==> config.mk <==
export PLATFORM = sky130hd
export DESIGN_NAME = dpram_burst_reader
export DESIGN_NICKNAME = d
export VERILOG_FILES = /design/src/rtl/dpram_pkg.sv /design/src/rtl/stream_buf2.sv /design/src/rtl/dpram_burst_reader.sv
export SDC_FILE = /design/constraint.sdc
export NUM_CORES = 1
export LEC_CHECK = 0
export CORE_AREA = 2 2 137 139
export DETAILED_ROUTE_END_ITERATION = 10
export DIE_AREA = 0 0 139 141
export GPL_TIMING_DRIVEN = 0
export SYNTH_ARGS = -nofsm -noshare
export SYNTH_HDL_FRONTEND = slang
export SYNTH_SLANG_ARGS = --single-unit
==> constraint.sdc <==
create_clock -name clk -period 3.7 [get_ports clk]
set_input_delay 0.37 -clock clk [delete_from_list [all_inputs] [get_ports clk]]
set_output_delay 0.37 -clock clk [all_outputs]
set_load 0.01 [all_outputs]
==> src/rtl/dpram_pkg.sv <==
// rtl/dpram_pkg.sv - shared constants and FSM encoding for the dual-port RAM burst reader
package dpram_pkg;

    localparam int DPRAM_AWIDTH = 11;
    localparam int DPRAM_DWIDTH = 40;
    localparam int DPRAM_WORDS  = 2048;

    typedef enum logic [1:0] {
        S_IDLE  = 2'd0,
        S_READ  = 2'd1,
        S_DRAIN = 2'd2
    } state_t;

endpackage

==> src/rtl/stream_buf2.sv <==
// rtl/stream_buf2.sv - 2-entry register FIFO; entry 0 is always the head
module stream_buf2 #(
    parameter int DWIDTH = 40
) (
    input  logic              clk,
    input  logic              resetn,
    input  logic              push,
    input  logic [DWIDTH-1:0] push_data,
    input  logic              pop,
    output logic [1:0]        occ,
    output logic [DWIDTH-1:0] head_data,
    output logic              head_valid
);

    logic [DWIDTH-1:0] entry0;
    logic [DWIDTH-1:0] entry1;
    logic              pop_ok;

    assign pop_ok     = pop && (occ != 2'd0);
    assign head_data  = entry0;
    assign head_valid = (occ != 2'd0);

    always_ff @(posedge clk or negedge resetn) begin
        if (!resetn) begin
            entry0 <= '0;
            entry1 <= '0;
            occ    <= 2'd0;
        end else begin
            case ({push, pop_ok})
                2'b10: begin
                    if (occ == 2'd0) entry0 <= push_data;
                    else             entry1 <= push_data;
                    occ <= occ + 2'd1;
                end
                2'b01: begin
                    entry0 <= entry1;
                    occ    <= occ - 2'd1;
                end
                2'b11: begin
                    // Simultaneous push/pop keeps occupancy; the new word lands behind any survivor.
                    if (occ == 2'd1) begin
                        entry0 <= push_data;
                    end else begin
                        entry0 <= entry1;
                        entry1 <= push_data;
                    end
                end
                default: ;
            endcase
        end
    end

endmodule

==> src/rtl/dpram_burst_reader.sv <==
// rtl/dpram_burst_reader.sv - reads a wrapping burst from RAM port B and streams it out with backpressure
module dpram_burst_reader
    import dpram_pkg::*;
#(
    parameter int AWIDTH    = DPRAM_AWIDTH,
    parameter int NUM_WORDS = DPRAM_WORDS,
    parameter int DWIDTH    = DPRAM_DWIDTH
) (
    input  logic              clk,
    input  logic              resetn,
    input  logic              start,
    input  logic [AWIDTH-1:0] base_addr,
    input  logic [AWIDTH:0]   num_words,
    output logic              busy,
    output logic              done,
    output logic [AWIDTH-1:0] ram_addr,
    output logic              ram_wren,
    input  logic [DWIDTH-1:0] ram_rdata,
    output logic [DWIDTH-1:0] out_data,
    output logic              out_valid,
    input  logic              out_ready
);

    localparam logic [AWIDTH:0] MAX_LEN = (AWIDTH + 1)'(NUM_WORDS);

    state_t            state;
    state_t            state_nxt;
    logic [AWIDTH-1:0] addr_cnt;
    logic [AWIDTH:0]   issue_cnt;
    logic [AWIDTH:0]   accept_cnt;
    logic [AWIDTH:0]   len_eff;
    logic              inflight;
    logic              done_q;
    logic [1:0]        occ;
    logic              pop;
    logic              issue;
    logic [2:0]        pending;
    logic [2:0]        room_limit;

    assign len_eff    = (num_words > MAX_LEN) ? MAX_LEN : num_words;
    assign pop        = out_valid && out_ready;
    // Words buffered or on their way must stay below 2 after this cycle's pop.
    assign pending    = {1'b0, occ} + {2'b00, inflight};
    assign room_limit = 3'd2 + {2'b00, pop};
    assign issue      = (state == S_READ) && (issue_cnt != '0) && (pending < room_limit);

    assign busy     = (state != S_IDLE);
    assign done     = done_q;
    assign ram_addr = addr_cnt;
    assign ram_wren = 1'b0;

    always_comb begin
        state_nxt = state;
        case (state)
            S_IDLE:  if (start && (len_eff != '0))                      state_nxt = S_READ;
            S_READ:  if (issue && (issue_cnt == (AWIDTH + 1)'(1)))      state_nxt = S_DRAIN;
            S_DRAIN: if (pop && (accept_cnt == (AWIDTH + 1)'(1)))       state_nxt = S_IDLE;
            default:                                                    state_nxt = S_IDLE;
        endcase
    end

    always_ff @(posedge clk or negedge resetn) begin
        if (!resetn) begin
            state      <= S_IDLE;
            addr_cnt   <= '0;
            issue_cnt  <= '0;
            accept_cnt <= '0;
            inflight   <= 1'b0;
            done_q     <= 1'b0;
        end else begin
            state    <= state_nxt;
            inflight <= issue;
            done_q   <= 1'b0;
            if ((state == S_IDLE) && start) begin
                addr_cnt   <= base_addr;
                issue_cnt  <= len_eff;
                accept_cnt <= len_eff;
                done_q     <= (len_eff == '0);
            end
            if (issue) begin
                addr_cnt  <= addr_cnt + 1'b1;
                issue_cnt <= issue_cnt - 1'b1;
            end
            if (pop) begin
                accept_cnt <= accept_cnt - 1'b1;
            end
            if ((state == S_DRAIN) && pop && (accept_cnt == (AWIDTH + 1)'(1))) begin
                done_q <= 1'b1;
            end
        end
    end

    stream_buf2 #(
        .DWIDTH(DWIDTH)
    ) u_buf (
        .clk        (clk),
        .resetn     (resetn),
        .push       (inflight),
        .push_data  (ram_rdata),
        .pop        (pop),
        .occ        (occ),
        .head_data  (out_data),
        .head_valid (out_valid)
    );

endmodule
==> flow_metrics.env <==
export IMPL_status="finished clean"
export IMPL_min_period_over_period=0.8614
export IMPL_syn_area_per_cell_um2=10.59
export IMPL_crit_type="reg2reg"
export IMPL_postSynth_asyncResetShare=1.000
export IMPL_slew_headroom=0.4364
export IMPL_worstMarginPinSlew_ns=0.8336
export IMPL_dp_hpwl_um=11350
export IMPL_clk_pin_slew_ns=0.06
export IMPL_fillerInstances=1739
export IMPL_drive_gt1_frac=0.1298
export IMPL_route_met2_wl_um=7627
export IMPL_place_ws_ns=-0.1648
export IMPL_drc=0
export IMPL_synth_cell_types=61
export IMPL_cp_data_required_time_ns=3.99
export IMPL_syn_nets=635
export IMPL_grt_overflow=0
export IMPL_syn_area_um2=5889
export IMPL_grt_pass1_wl_um=26240
export IMPL_worst_skew_pair_late_latency_ns=0.41
export IMPL_cp_max_fo=11
export IMPL_fmax_ghz=0.3138
export IMPL_io_buffers=120
export IMPL_fin_crit_ns=3.187
export IMPL_start_util=0.3224
export IMPL_final_setup_viol_count=0
export IMPL_die_w_um=139
export IMPL_cts_sinks=121
export IMPL_cts_tree="built"
export IMPL_hp_class="in2async"
export IMPL_first_global_vias=5131
export IMPL_wl_um=15820
export IMPL_route_met3_wl_um=843
export IMPL_wl_met1_um=7092
export IMPL_top_layer="met4"
export IMPL_via_count=4979
export IMPL_p_leak_nw=3.272
export IMPL_syn2layout_area_growth_pct=36.16
export IMPL_grt_usage=0.1678
export IMPL_fin_hold_ws_ns=0.3992
export IMPL_synthCells=556
export IMPL_rsz0062_at_grt="false"
export IMPL_irDropWorstVdd_mv=0.3789
export IMPL_viasPerCell=5.280
export IMPL_layout_setup_ws_ns=0.5129
export IMPL_start_kind="flop"
export IMPL_p_int_mw=4.698
export IMPL_drv_slew=0
export IMPL_final_hold_violation_count=0
export IMPL_drt_first_pass_iters=4
export IMPL_gp_routability_congestion=0.8598
export IMPL_power_total_mw=7.483
export IMPL_nets=776
export IMPL_synthFlopType="dfrtp_1"
export IMPL_final_antenna_net_count=0
export IMPL_regArea_um2=3028
export IMPL_ioPinCount=122
export IMPL_combPwrFrac=0.449
export IMPL_power_frac_clock=0.223
export IMPL_p_sw_frac=0.3721
export IMPL_yosysWarnings=0
export IMPL_ys_ff_latch=121
export IMPL_n_antenna_cell=0
export IMPL_drv_cap=0
export IMPL_multi_input_area_um2=2664
export IMPL_seq_area_frac_synth=0.5141
export IMPL_detail_route_wl_per_cell_um=16.78
export IMPL_core_um2=18270
export IMPL_critical_path_arrival_ns=3.48
export IMPL_grt_max_degree=94
export IMPL_p_per_area_nw_per_um2=933.2
export IMPL_antenna_found_initial=0
export IMPL_numCtsBuffers=17
export IMPL_power_switching_mw=2.785
export IMPL_synth_edf_count=0
export IMPL_p_seq_frac=0.328
export IMPL_root_buffer="clkbuf_16"
export IMPL_utilization=0.4390
export IMPL_rows=50
export IMPL_worstSetupEndpointType="flop"
export IMPL_skew_ns=0.01049
export IMPL_die_area_um2=19600
export IMPL_htreeDepth=4
export IMPL_dieHeight_um=141
export IMPL_clk_path_buf_depth=2
export IMPL_drtIter0Drc=244
-- critical path: stages, from the launching register on --
cell	delay (ns)
dfrtp_1	0.42
inv_1	0.06
ha_1	0.28
nor2b_1	0.13
clkbuf_2	0.29
clkinvlp_4	0.29
ha_1	0.27
nor2b_1	0.13
o22ai_1	0.31
clkbuf_1	0.49
mux2_2	0.40
-- cells in the final DEF, fill, tap and decap left out, types with 6 or more instances in the layout --
master / netlist / layout
dfrtp_1: 121 / 121
clkdlybuf4s50_1: 0 / 119
nand2_1: 67 / 67
o21ai_0: 47 / 47
a22oi_1: 42 / 42
mux2_2: 40 / 40
clkbuf_1: 29 / 29
nor3_1: 19 / 19
clkbuf_16: 0 / 17
inv_1: 15 / 15
nor2_1: 15 / 15
a21oi_1: 13 / 13
ha_1: 12 / 12
o211ai_1: 11 / 11
nor4_1: 9 / 9
a221o_1: 9 / 9
nand3_1: 8 / 8
mux2i_1: 6 / 6
a211oi_1: 6 / 6
-- logic make-up after synthesis --
kind of cell	Yosys count	share of synthesized area
compound gates	165	0.1957
fa+ha+maj	12	0.02549
simple gates	160	0.1409
flops	121	0.5141
buf+inv	49	0.03357
xor+xnor	2	0.002975
mux	46	0.08668
other cells	1	0.0006367
-- state kept, by name, indices dropped and copies added (netlist names) --
register	count
u_buf.head_data	40
u_buf.entry1	40
u_buf.occ	2
state	2
issue_cnt	12
ram_addr	11
done	1
accept_cnt	12
inflight	1
-- worst paths after layout --
kind | start | to | slack, ns | cells past startpoint
min in group clk | u_buf.head_data[0]$_DFFE_PN0P_ | u_buf.head_data[0]$_DFFE_PN0P_ | 0.48 | 2
max in group asynchronous | resetn | u_buf.entry1[36]$_DFFE_PN0P_ | 2.53 | 3
setup reg to reg | u_buf.occ[0]$_DFFE_PN0P_ | u_buf.entry1[30]$_DFFE_PN0P_ | 0.51 | 10
hold / removal | resetn | ram_addr[8]$_DFFE_PN0P_ | 0.40 | 2
setup / recovery | u_buf.occ[0]$_DFFE_PN0P_ | u_buf.entry1[30]$_DFFE_PN0P_ | 0.51 | 10
hold reg to reg | u_buf.head_data[0]$_DFFE_PN0P_ | u_buf.head_data[0]$_DFFE_PN0P_ | 0.48 | 2
-- cell usage after synthesis, drive strengths merged, types with 3 or more instances --
cell type	number	area, um2
dfrtp	121	3028
nand2	67	251.5
o21ai	47	235.2
a22oi	42	315.3
mux2	40	450.4
clkbuf	29	108.9
nor3	19	95.09
inv	15	56.30
nor2	15	56.30
a21oi	13	65.06
ha	12	150.1
o211ai	11	82.58
nor4	10	68.81
a221o	9	90.09
nand3	8	40.04
or4	7	61.31
a211oi	6	45.04
mux2i	6	60.06
nor4b	5	43.79
o21a	5	37.54
o311ai	5	43.79
and3	4	30.03
buf	4	28.78
nand4	4	25.02
nor3b	4	35.03
or3b	4	35.04
a211o	3	26.28
and2	3	18.77
nor2b	3	18.77
or3	3	20.02
-- routing by layer --
| layer | global-route usage | vias to the layer above |
|---|---|---|
| li1 | - | 2368 |
| met1 | 0.2179 | 2435 |
| met2 | 0.2746 | 150 |
| met5 | 0 | - |
| met4 | 0.05529 | 0 |
| met3 | 0.04416 | 26 |
-- through the flow --
step,setup TNS (ns),cell area (um2),instances
2_1_floorplan,0,5889,556
3_3_place_gp,-307.08,7383,910
3_5_place_dp,-4.433,7412,911
4_1_cts,0,8010,943
5_1_grt,0,8019,943
6_report,0,8019,943
-- power by group through the flow --
stage               Combinational, mW  Sequential, mW  Clock [mW]
floorplan                        2.04            2.48           0
global placement                 3.28            2.43           0
detailed placement               3.38            2.47           0
CTS                              3.39            2.45        1.71
global route                     3.73            2.55        1.77
finish                           3.36            2.45        1.67
-- layout make-up --
type | instances | area share
Clock buffer | 23 | 0.05836
Clock inverter | 8 | 0.01498
Multi-Input combinational cell | 386 | 0.3322
Sequential cell | 121 | 0.3776
Timing Repair Buffer | 122 | 0.1546
Inverter | 16 | 0.007958
Tap cell | 234 | 0.03651
Buffer | 33 | 0.01779
-- repair_timing --
| action | 4_1_cts | 5_1_grt |
|---|---|---|
| hold buffers | 1 | 0 |
| hold endpoints to repair | 28 | 0 |
| gates resized for setup | 0 | 9 |
| buffers inserted | 0 | 0 |
| setup endpoints to repair | 0 | 40 |
No activity file was read; power rests on OpenSTA's default activity.
